$ cat src/rtl/enemy_sprite_scheduler.sv
// Per-scanline enemy sprite scheduler: scans the enemy table during hblank into a small slot list,
// then arbitrates the shared sprite ROM per pixel and registers the resulting colour and hit flag.
module enemy_sprite_scheduler #(
  parameter  int unsigned NUM_ENEMIES = 8,
  parameter  int unsigned MAX_SLOTS   = 4,
  parameter  int unsigned SPR_W       = 9,
  parameter  int unsigned SPR_H       = 7,
  parameter  int unsigned POS_W       = 10,
  localparam int unsigned IDXW        = $clog2(NUM_ENEMIES)
) (
  input  logic             Clk,
  input  logic             Reset_n,
  input  logic             LineStart,
  input  logic [POS_W-1:0] DrawY,
  input  logic [POS_W-1:0] DrawX,
  input  logic             PixelValid,
  output logic [IDXW-1:0]  EnemyIdx,
  input  logic [POS_W-1:0] EnemyX,
  input  logic [POS_W-1:0] EnemyY,
  input  logic             EnemyAlive,
  output logic [8:0]       SpriteX,
  output logic [8:0]       SpriteY,
  input  logic [7:0]       SpriteR,
  input  logic [7:0]       SpriteG,
  input  logic [7:0]       SpriteB,
  output logic [7:0]       PixelR,
  output logic [7:0]       PixelG,
  output logic [7:0]       PixelB,
  output logic             PixelHit,
  output logic             ScanDone,
  output logic             Overflow
);
  localparam int unsigned DYW  = $clog2(SPR_H);
  localparam int unsigned CNTW = $clog2(NUM_ENEMIES + 1);
  localparam int unsigned SLW  = $clog2(MAX_SLOTS + 1);
  localparam int unsigned SIW  = $clog2(MAX_SLOTS);

  typedef enum logic [1:0] {S_IDLE, S_SCAN, S_DONE} state_t;

  state_t               r_state;
  state_t               w_state_nxt;
  logic [POS_W-1:0]     r_line_y;
  logic [IDXW-1:0]      r_enemy_idx;
  logic [CNTW-1:0]      r_cnt;
  logic [SLW-1:0]       r_nslots;
  logic [MAX_SLOTS-1:0] r_slot_v;
  logic [POS_W-1:0]     r_slot_x  [MAX_SLOTS];
  logic [DYW-1:0]       r_slot_dy [MAX_SLOTS];
  logic                 r_scan_done;
  logic                 r_overflow;
  logic                 r_pix_hit;
  logic [7:0]           r_pix_r;
  logic [7:0]           r_pix_g;
  logic [7:0]           r_pix_b;

  logic [POS_W-1:0]     w_dy;
  logic                 w_eval;
  logic                 w_last;
  logic                 w_visible;
  logic [SIW-1:0]       w_slot_sel;
  logic                 w_cover;
  logic                 w_win;
  logic [POS_W-1:0]     w_dx;
  logic [POS_W-1:0]     w_win_dx;
  logic [DYW-1:0]       w_win_dy;

  // Table data lags EnemyIdx by one cycle, so r_cnt = k+1 marks entry k on the inputs.
  assign w_dy       = r_line_y - EnemyY;
  assign w_eval     = (r_state == S_SCAN) && (r_cnt != '0);
  assign w_last     = (r_state == S_SCAN) && (r_cnt == CNTW'(NUM_ENEMIES));
  assign w_visible  = w_eval && EnemyAlive && (w_dy < POS_W'(SPR_H));
  assign w_slot_sel = SIW'(r_nslots);

  always_ff @(posedge Clk) begin
    if (!Reset_n) r_state <= S_IDLE;
    else          r_state <= w_state_nxt;
  end

  always_comb begin
    w_state_nxt = r_state;
    if (LineStart)   w_state_nxt = S_SCAN;
    else if (w_last) w_state_nxt = S_DONE;
  end

  // Scan datapath: slots fill in table order; extras only raise Overflow.
  always_ff @(posedge Clk) begin
    if (!Reset_n) begin
      r_line_y    <= '0;
      r_enemy_idx <= '0;
      r_cnt       <= '0;
      r_nslots    <= '0;
      r_slot_v    <= '0;
      r_scan_done <= 1'b0;
      r_overflow  <= 1'b0;
      for (int s = 0; s < MAX_SLOTS; s++) begin
        r_slot_x[s]  <= '0;
        r_slot_dy[s] <= '0;
      end
    end else if (LineStart) begin
      r_line_y    <= DrawY;
      r_enemy_idx <= '0;
      r_cnt       <= '0;
      r_nslots    <= '0;
      r_slot_v    <= '0;
      r_scan_done <= 1'b0;
      r_overflow  <= 1'b0;
    end else if (r_state == S_SCAN) begin
      r_cnt <= r_cnt + CNTW'(1);
      if (r_enemy_idx != IDXW'(NUM_ENEMIES - 1)) r_enemy_idx <= r_enemy_idx + IDXW'(1);
      if (w_visible) begin
        if (r_nslots < SLW'(MAX_SLOTS)) begin
          r_slot_v[w_slot_sel]  <= 1'b1;
          r_slot_x[w_slot_sel]  <= EnemyX;
          r_slot_dy[w_slot_sel] <= DYW'(w_dy);
          r_nslots              <= r_nslots + SLW'(1);
        end else begin
          r_overflow <= 1'b1;
        end
      end
      if (w_last) r_scan_done <= 1'b1;
    end
  end

  // Lowest covering slot wins; iterate high-to-low so the lowest overrides.
  always_comb begin
    w_cover  = 1'b0;
    w_dx     = '0;
    w_win_dx = '0;
    w_win_dy = '0;
    for (int s = MAX_SLOTS - 1; s >= 0; s--) begin
      w_dx = DrawX - r_slot_x[s];
      if (r_slot_v[s] && (w_dx < POS_W'(SPR_W))) begin
        w_cover  = 1'b1;
        w_win_dx = w_dx;
        w_win_dy = r_slot_dy[s];
      end
    end
  end

  assign w_win   = w_cover && PixelValid && (r_state == S_DONE);
  assign SpriteX = w_win ? 9'(w_win_dx) : '0;
  assign SpriteY = w_win ? 9'(w_win_dy) : '0;

  always_ff @(posedge Clk) begin
    if (!Reset_n || !w_win) begin
      r_pix_r   <= '0;
      r_pix_g   <= '0;
      r_pix_b   <= '0;
      r_pix_hit <= 1'b0;
    end else begin
      r_pix_r   <= SpriteR;
      r_pix_g   <= SpriteG;
      r_pix_b   <= SpriteB;
      r_pix_hit <= |{SpriteR, SpriteG, SpriteB};
    end
  end

  assign EnemyIdx = r_enemy_idx;
  assign ScanDone = r_scan_done;
  assign Overflow = r_overflow;
  assign PixelHit = r_pix_hit;
  assign PixelR   = r_pix_r;
  assign PixelG   = r_pix_g;
  assign PixelB   = r_pix_b;

endmodule
$ cat config.mk
export PLATFORM = sky130hd
export DESIGN_NAME = enemy_sprite_scheduler
export DESIGN_NICKNAME = d
export VERILOG_FILES = /design/src/rtl/enemy_sprite_scheduler.sv
export SDC_FILE = /design/constraint.sdc
export NUM_CORES = 1
export LEC_CHECK = 0
export ABC_AREA = 1
export BUFFER_PORTS_ARGS = -buffer_cell sky130_fd_sc_hd__buf_2
export CAP_MARGIN = 25
export CELL_PAD_IN_SITES_DETAIL_PLACEMENT = 1
export CELL_PAD_IN_SITES_GLOBAL_PLACEMENT = 2
export CORE_MARGIN = 2
export CORE_UTILIZATION = 32
export DETAILED_ROUTE_END_ITERATION = 10
export PLACE_DENSITY_LB_ADDON = 0.1
export SLEW_MARGIN = 5
export SYNTH_ARGS = -nofsm -noshare
export SYNTH_HDL_FRONTEND = slang
export SYNTH_SLANG_ARGS = --single-unit
$ cat constraint.sdc
create_clock -name Clk -period 3.9 [get_ports Clk]
set_clock_uncertainty 0.05 [all_clocks]
set_input_delay 0.39 -clock Clk [delete_from_list [all_inputs] [get_ports Clk]]
set_output_delay 0.39 -clock Clk [all_outputs]
set_load 0.05 [all_outputs]
==> results.sh, run 1 <==
export IMPL_drtIter0Drc=261
export IMPL_fin_crit_ns=3.55
export IMPL_crit_required_ns=3.46
export IMPL_arrival_ns=3.11
export IMPL_grt_max_degree=26
export IMPL_vias_per_cell=4.63
export IMPL_cts_tree="built"
export IMPL_grt_pass1_wl_um=34400
export IMPL_start_util_pct=32.5
export IMPL_wl_per_cell_um=15.5
export IMPL_io_buffers=105
export IMPL_ant_nets=0
export IMPL_drc=0
export IMPL_post_dp_hpwl_um=17100
export IMPL_ios=117
export IMPL_dp_cells=1352
export IMPL_crit_type="register to primary output"
export IMPL_core_um2=21800
export IMPL_synthAdderAreaFrac_pct=10.8
export IMPL_final_cell_mix="nand2_1, inv_1, nor2_1"
export IMPL_worstSetupEndpointType="primary output"
export IMPL_clock_latency_ns=0.36
export IMPL_row_count=54
export IMPL_cts_htree_levels=3
export IMPL_dpl_cell_area_um2=7950
export IMPL_drive_above_1_share_pct=15.9
export IMPL_synth_area_um2=7080
export IMPL_layout_cells_non_filler=1368
export IMPL_ys_seq_area_share_pct=36.8
export IMPL_cts_buffers=9
export IMPL_mostFrequentLayoutCell="nand2_1"
export IMPL_die_area_um2=23300
export IMPL_max_freq_ghz=0.282
export IMPL_start_kind="register"
export IMPL_first_pass_iters=4
export IMPL_rsz0062_at_grt="no"
export IMPL_finalWeightedCongestion=0.795
export IMPL_ys_ff_latch=104
export IMPL_syn_area_per_cell_um2=7.33
export IMPL_grt_pass1_vias=6429
export IMPL_fin_crit_sh_pct=91.1
export IMPL_syn_inst=966
export IMPL_yosys_area_share_simple_pct=33.0
export IMPL_synth_distinct_cells=43
export IMPL_grt_overflow_total=0
export IMPL_final_setup_tns_ns=0
export IMPL_hold_path_class="input pin to register"
export IMPL_status="finished, final reports clean"
export IMPL_synth_xor_area_share_pct=2.58
export IMPL_setup_viol_count_final=0
export IMPL_die_h_um=153
export IMPL_clk_pin_slew_ns=0.09
export IMPL_antenna_found_initial=0
export IMPL_antennaDiodeCount=0
export IMPL_ys_warn_count=0
export IMPL_clockBufferDepth=2
export IMPL_finalHoldViolations=0
export IMPL_cap_violations=0
export IMPL_leakage_nw=4.28
export IMPL_vdd_drop_max_v=0.000205
export IMPL_post_cts_buffers=0
export IMPL_clock_sinks=104
export IMPL_die_w_um=153
export IMPL_slew_viol_final=0
export IMPL_synth_top_family_by_area="simple AND/OR/NAND/NOR gates"
export IMPL_fin_nets=1210
export IMPL_finalWirelength_um=21100
export IMPL_n_fill_cell=2771
export IMPL_crit_fanout=6
export IMPL_stdcell_area_um2=8260
export IMPL_p_per_area_nw_per_um2=327
export IMPL_synth_compound_area_share_pct=4.84
export IMPL_grt_use_total_pct=18.6
export IMPL_cts_root_buf="clkbuf_16"
export IMPL_num_vias=6328
export IMPL_area_delta_synth_final_pct=16.7
export IMPL_muxShareOfSynthArea_pct=0
power breakdown:
part,leakage (nW),switching [mW],total (mW),internal [mW]
combinational,3.17,0.382,0.569,0.187
sequential,0.960,0.0117,1.18,1.17
clock,0.150,0.491,0.952,0.461
total,4.28,0.885,2.70,1.82
timing repair:
| item | 4_1_cts | 5_1_grt |
|---|---|---|
| gates resized for setup | 0 | 1 |
| hold buffers | 0 | 0 |
| setup endpoints to repair | 0 | 2 |
cells by family after synthesis:
family                     Yosys count
xor gates and xnor gates            17
DFF                                104
AOI/OAI and AO/OA                   64
other                                1
buffers and inverters              210
adders and majority gates           58
and+or+nand+nor                    512
worst max-delay path, cell delays in order (launching register included):
cell,delay (ns)
edfxtp_1,0.38
ha_1,0.20
inv_1,0.13
fa_1,0.47
nor2_1,0.13
nand2_1,0.06
nand3_1,0.08
nand2_1,0.05
nor2_1,0.08
nand3_1,0.12
nor2_4,0.18
buf_4,0.15
nand2_1,0.05
nand2_1,0.05
nand3_1,0.07
nand2_1,0.06
inv_1,0.04
nor2_1,0.15
buf_2,0.30
final timing paths:
check | from | end | slack [ns] | cells after the start
setup / recovery | r_slot_x[3][0]$_DFFE_PP_ | SpriteX[2] | 0.35 | 18
hold / removal | SpriteR[7] | PixelR[7]$_SDFF_PP0_ | 0.19 | 3
setup reg to reg | r_line_y[0]$_SDFFE_PN0P_ | r_slot_x[3][6]$_DFFE_PP_ | 0.71 | 16
hold reg to reg | EnemyIdx[1]$_SDFFE_PP0P_ | EnemyIdx[1]$_SDFFE_PP0P_ | 0.43 | 2
sequential cells by signal, indices dropped and copies added (netlist names):
register and flops:
r_line_y 10, r_slot_x 40, PixelR 8, Overflow 1, r_slot_dy 12, r_nslots 3
PixelHit 1, r_state 2, PixelG 8, PixelB 8, EnemyIdx 3, r_cnt 4
r_slot_v 4
synth_stat cells (all sizes together):
cell | n | area, µm²
nand4 | 36 | 259
buf | 19 | 134
and3 | 1 | 6.26
clkbuf | 4 | 15.0
and2 | 4 | 25.0
inv | 187 | 702
conb | 1 | 3.75
nand2 | 220 | 828
a211oi | 1 | 7.51
xnor2 | 7 | 68.8
nand3b | 10 | 75.1
edfxtp | 52 | 1560
xor2 | 10 | 114
or2 | 2 | 12.5
dfxtp | 52 | 1040
ha | 53 | 663
nor4 | 4 | 25.0
a21o | 2 | 15.0
nand3 | 71 | 398
nor3 | 9 | 56.3
o21ai | 20 | 100
o21a | 2 | 15.0
o21bai | 3 | 22.5
a31oi | 2 | 12.5
nor2 | 155 | 647
a21oi | 34 | 170
fa | 5 | 100
final cells by class:
class / instances / area, µm² / area share [%]
multi-input cells: 662 / 3670 / 44.4
flip-flops and latches: 104 / 2600 / 31.5
inverters: 187 / 702 / 8.50
repair buffers: 119 / 631 / 7.64
well taps: 280 / 350 / 4.24
clock buffers: 9 / 225 / 2.73
clock inverters: 7 / 81.3 / 0.985
through the flow:
step / hold slack [ns] / power, mW / util (%) / setup slack (ns)
2_1_floorplan: 0.377 / 1.61 / - / 0.647
3_3_place_gp: 0.404 / 1.78 / 36.5 / 0.358
3_5_place_dp: 0.419 / 1.78 / 36.5 / 0.322
4_1_cts: 0.175 / 2.75 / 37.9 / 0.240
5_1_grt: 0.191 / 2.86 / 38.0 / 0.0488
6_report: 0.189 / 2.70 / 38.0 / 0.349
metal layers:
metal	wire, µm	share of wire, %	track usage (%)	vias to the layer above
met4	391	1.8	5.03	0
met5	0	0	0	-
met3	661	3.1	2.70	19
met1	9930	47	24.5	2942
met2	10200	48	32.0	88
li1	-	-	-	3279
Power figures use the tool's default switching activity.
==> inputs of run 2 (changes only) <==
--- a/config.mk
+++ b/config.mk
@@ -13,7 +13,9 @@
 export CORE_MARGIN = 2
 export CORE_UTILIZATION = 32
 export DETAILED_ROUTE_END_ITERATION = 10
+export GPL_TIMING_DRIVEN = 0
 export PLACE_DENSITY_LB_ADDON = 0.1
+export RECOVER_POWER = 100
 export SLEW_MARGIN = 5
 export SYNTH_ARGS = -nofsm -noshare
 export SYNTH_HDL_FRONTEND = slang
==> run 2 against run 1 <==
  * Die area did not move
  * Worst setup slack got worse by 0.067 ns
  * Sequential cell count did not move
  * Clock power fell by 4.3%
  * Critical path type is now input pin to primary output
==> results.sh, run 2 (synthesis results as in run 1) <==
export IMPL_vdd_drop_max_v=0.000217
export IMPL_worst_slew_pin_slew_ns=0.697
export IMPL_min_to="r_line_y[9]$_SDFFE_PN0P_"
export IMPL_drc=0
export IMPL_start_util_pct=32.5
export IMPL_grt_pass1_wl_um=33200
export IMPL_max_stage_delay_ns=0.45
export IMPL_r2r_start="r_line_y[0]$_SDFFE_PN0P_"
export IMPL_largest_reg_flops=40
export IMPL_n_fill_cell=2811
export IMPL_num_vias=6289
export IMPL_relSlewSlack_pct=53.2
export IMPL_cts_root_buf="clkbuf_16"
export IMPL_drive_above_1_share_pct=13.2
export IMPL_ios=117
export IMPL_r2r_end="r_slot_x[1][4]$_SDFFCE_PN0P_"
export IMPL_crit_required_ns=3.46
export IMPL_cap_violations=0
export IMPL_antennaDiodeCount=0
export IMPL_cts_tree="built"
export IMPL_grt_max_degree=20
export IMPL_dp_cells=1361
export IMPL_seq_area_um2=2600
export IMPL_finalWeightedCongestion=0.776
export IMPL_post_dp_hpwl_um=16800
export IMPL_top_register="r_slot_x"
export IMPL_regToRegSetupSlack_ns=0.42
export IMPL_hold_depth=3
export IMPL_p_per_area_nw_per_um2=322
export IMPL_leakage_nw=4.16
export IMPL_die_w_um=153
export IMPL_setup_ws_ns=0.281
export IMPL_grt_pass1_vias=6508
export IMPL_fin_crit_ns=3.62
export IMPL_vias_per_cell=4.56
export IMPL_first_pass_iters=4
export IMPL_cp_slowest_cell="fa_1"
export IMPL_start_kind="input pin"
export IMPL_fin_nets=1221
export IMPL_status="finished, final reports clean"
export IMPL_fin_crit_sh_pct=92.8
export IMPL_grt_overflow_total=0
export IMPL_crit_path_cell_trace="buf_2 -> inv_1 -> ha_1 -> inv_1 -> fa_1 -> nand2_1 -> nand2_1 -> nand4_1 -> nand3_1 -> nand2_1 -> nand4_4 -> nand3_4 -> nand3_1 -> nor2_2 -> clkbuf_4"
export IMPL_top_regs="r_slot_x: 40 flops, r_slot_dy: 12 flops, r_line_y: 10 flops"
export IMPL_hold_path_class="input pin to register"
export IMPL_cts_buffers=9
export IMPL_post_place_ws_ns=-0.00422
export IMPL_clockBufferDepth=2
export IMPL_grt_use_total_pct=17.8
export IMPL_core_um2=21800
export IMPL_hold_path_startpoint="DrawY[9]"
export IMPL_die_h_um=153
export IMPL_clock_latency_ns=0.36
export IMPL_whs_ns=0.198
export IMPL_ant_nets=0
export IMPL_wl_per_cell_um=14.8
export IMPL_finalWirelength_um=20400
export IMPL_area_delta_synth_final_pct=16.5
export IMPL_clk_pin_slew_ns=0.08
export IMPL_slew_viol_final=0
export IMPL_arrival_ns=3.18
export IMPL_worstSetupEndpointType="primary output"
export IMPL_crit_fanout=8
export IMPL_max_freq_ghz=0.276
export IMPL_row_count=54
export IMPL_final_cell_mix="nand2_1, inv_1, nor2_1"
export IMPL_multi_input_area_um2=3660
export IMPL_crit_top_cell="nand2_1"
export IMPL_p_total_mw=2.66
export IMPL_layout_cells_non_filler=1379
export IMPL_io_buffers=105
export IMPL_drtIter0Drc=182
export IMPL_mostFrequentLayoutCell="nand2_1"
export IMPL_die_area_um2=23300
export IMPL_cts_htree_levels=3
export IMPL_finalHoldViolations=0
export IMPL_clock_sinks=104
export IMPL_setup_viol_count_final=0
export IMPL_crit_type="input pin to primary output"
export IMPL_rr_worst_depth=14
export IMPL_antenna_found_initial=0
==> run 2: cell types whose count changed in the layout (fill, tap and decap cells not counted), moves of 3 or more <==
cell      before  now
clkbuf_1       0   39
clkbuf_4       0    3
nand2_2        1    4
buf_2        105   75
nand2_1      219  216
==> run 2: cell type report <==
class | count | share of cell area (%)
clock inverters | 6 | 0.743
flip-flops and latches | 104 | 31.6
clock buffers | 10 | 2.78
inverters | 187 | 8.51
plain buffers | 23 | 1.62
well taps | 280 | 4.25
multi-input cells | 662 | 44.4
repair buffers | 107 | 6.16
==> run 2: repair_timing <==
action                                  CTS  global route
endpoints found under the setup margin    0            46
buffers inserted                          0             2
hold buffers                              0             0
resized for setup                         0             9
==> run 2: layer usage <==
metal	up-vias	wire length [µm]	part of all wire [%]	global-route usage, %
met5	-	0	0	0
met4	0	455	2.2	4.89
met3	23	605	3.0	2.90
met2	90	10000	49	31.8
met1	2891	9310	46	22.1
li1	3285	-	-	-
==> run 2: metrics by stage <==
stage | TNS, ns | util, % | area [µm²]
final | 0 | 37.9 | 8250
after global routing | -0.0105 | 37.9 | 8250
after detailed placement | -0.0399 | 36.7 | 7990
after floorplan | 0 | - | 7120
after CTS | 0 | 38.1 | 8280
after global placement | 0 | 36.7 | 7990
==> run 2: worst max path at each step <==
stage                             start                           end  slack [ns]  depth (start not counted)
6_report                       DrawX[0]                    SpriteX[0]        0.28                         15
5_1_grt        r_slot_x[3][0]$_DFFE_PP_                    SpriteY[2]      -0.005                         17
4_1_cts                        DrawX[0]                    SpriteX[0]        0.07                         17
3_5_place_dp                  EnemyY[0]  r_slot_x[0][8]$_SDFFCE_PN0P_      -0.004                         14
3_3_place_gp                   DrawX[0]                    SpriteX[0]        0.03                         17
2_1_floorplan                  DrawX[0]                    SpriteX[0]        0.65                         15
==> run 2: worst max-delay path: cells and delay by family <==
kind / cells / cell delay [ns]
buffers and inverters: 4 / 0.63
and+or+nand+nor: 9 / 1.49
adders and majority gates: 2 / 0.64
==> run 2: power by group <==
part           leakage (nW)  switching [mW]  internal, mW
clock network         0.144           0.459         0.452
registers             0.960          0.0114          1.17
logic                  3.05           0.374         0.189
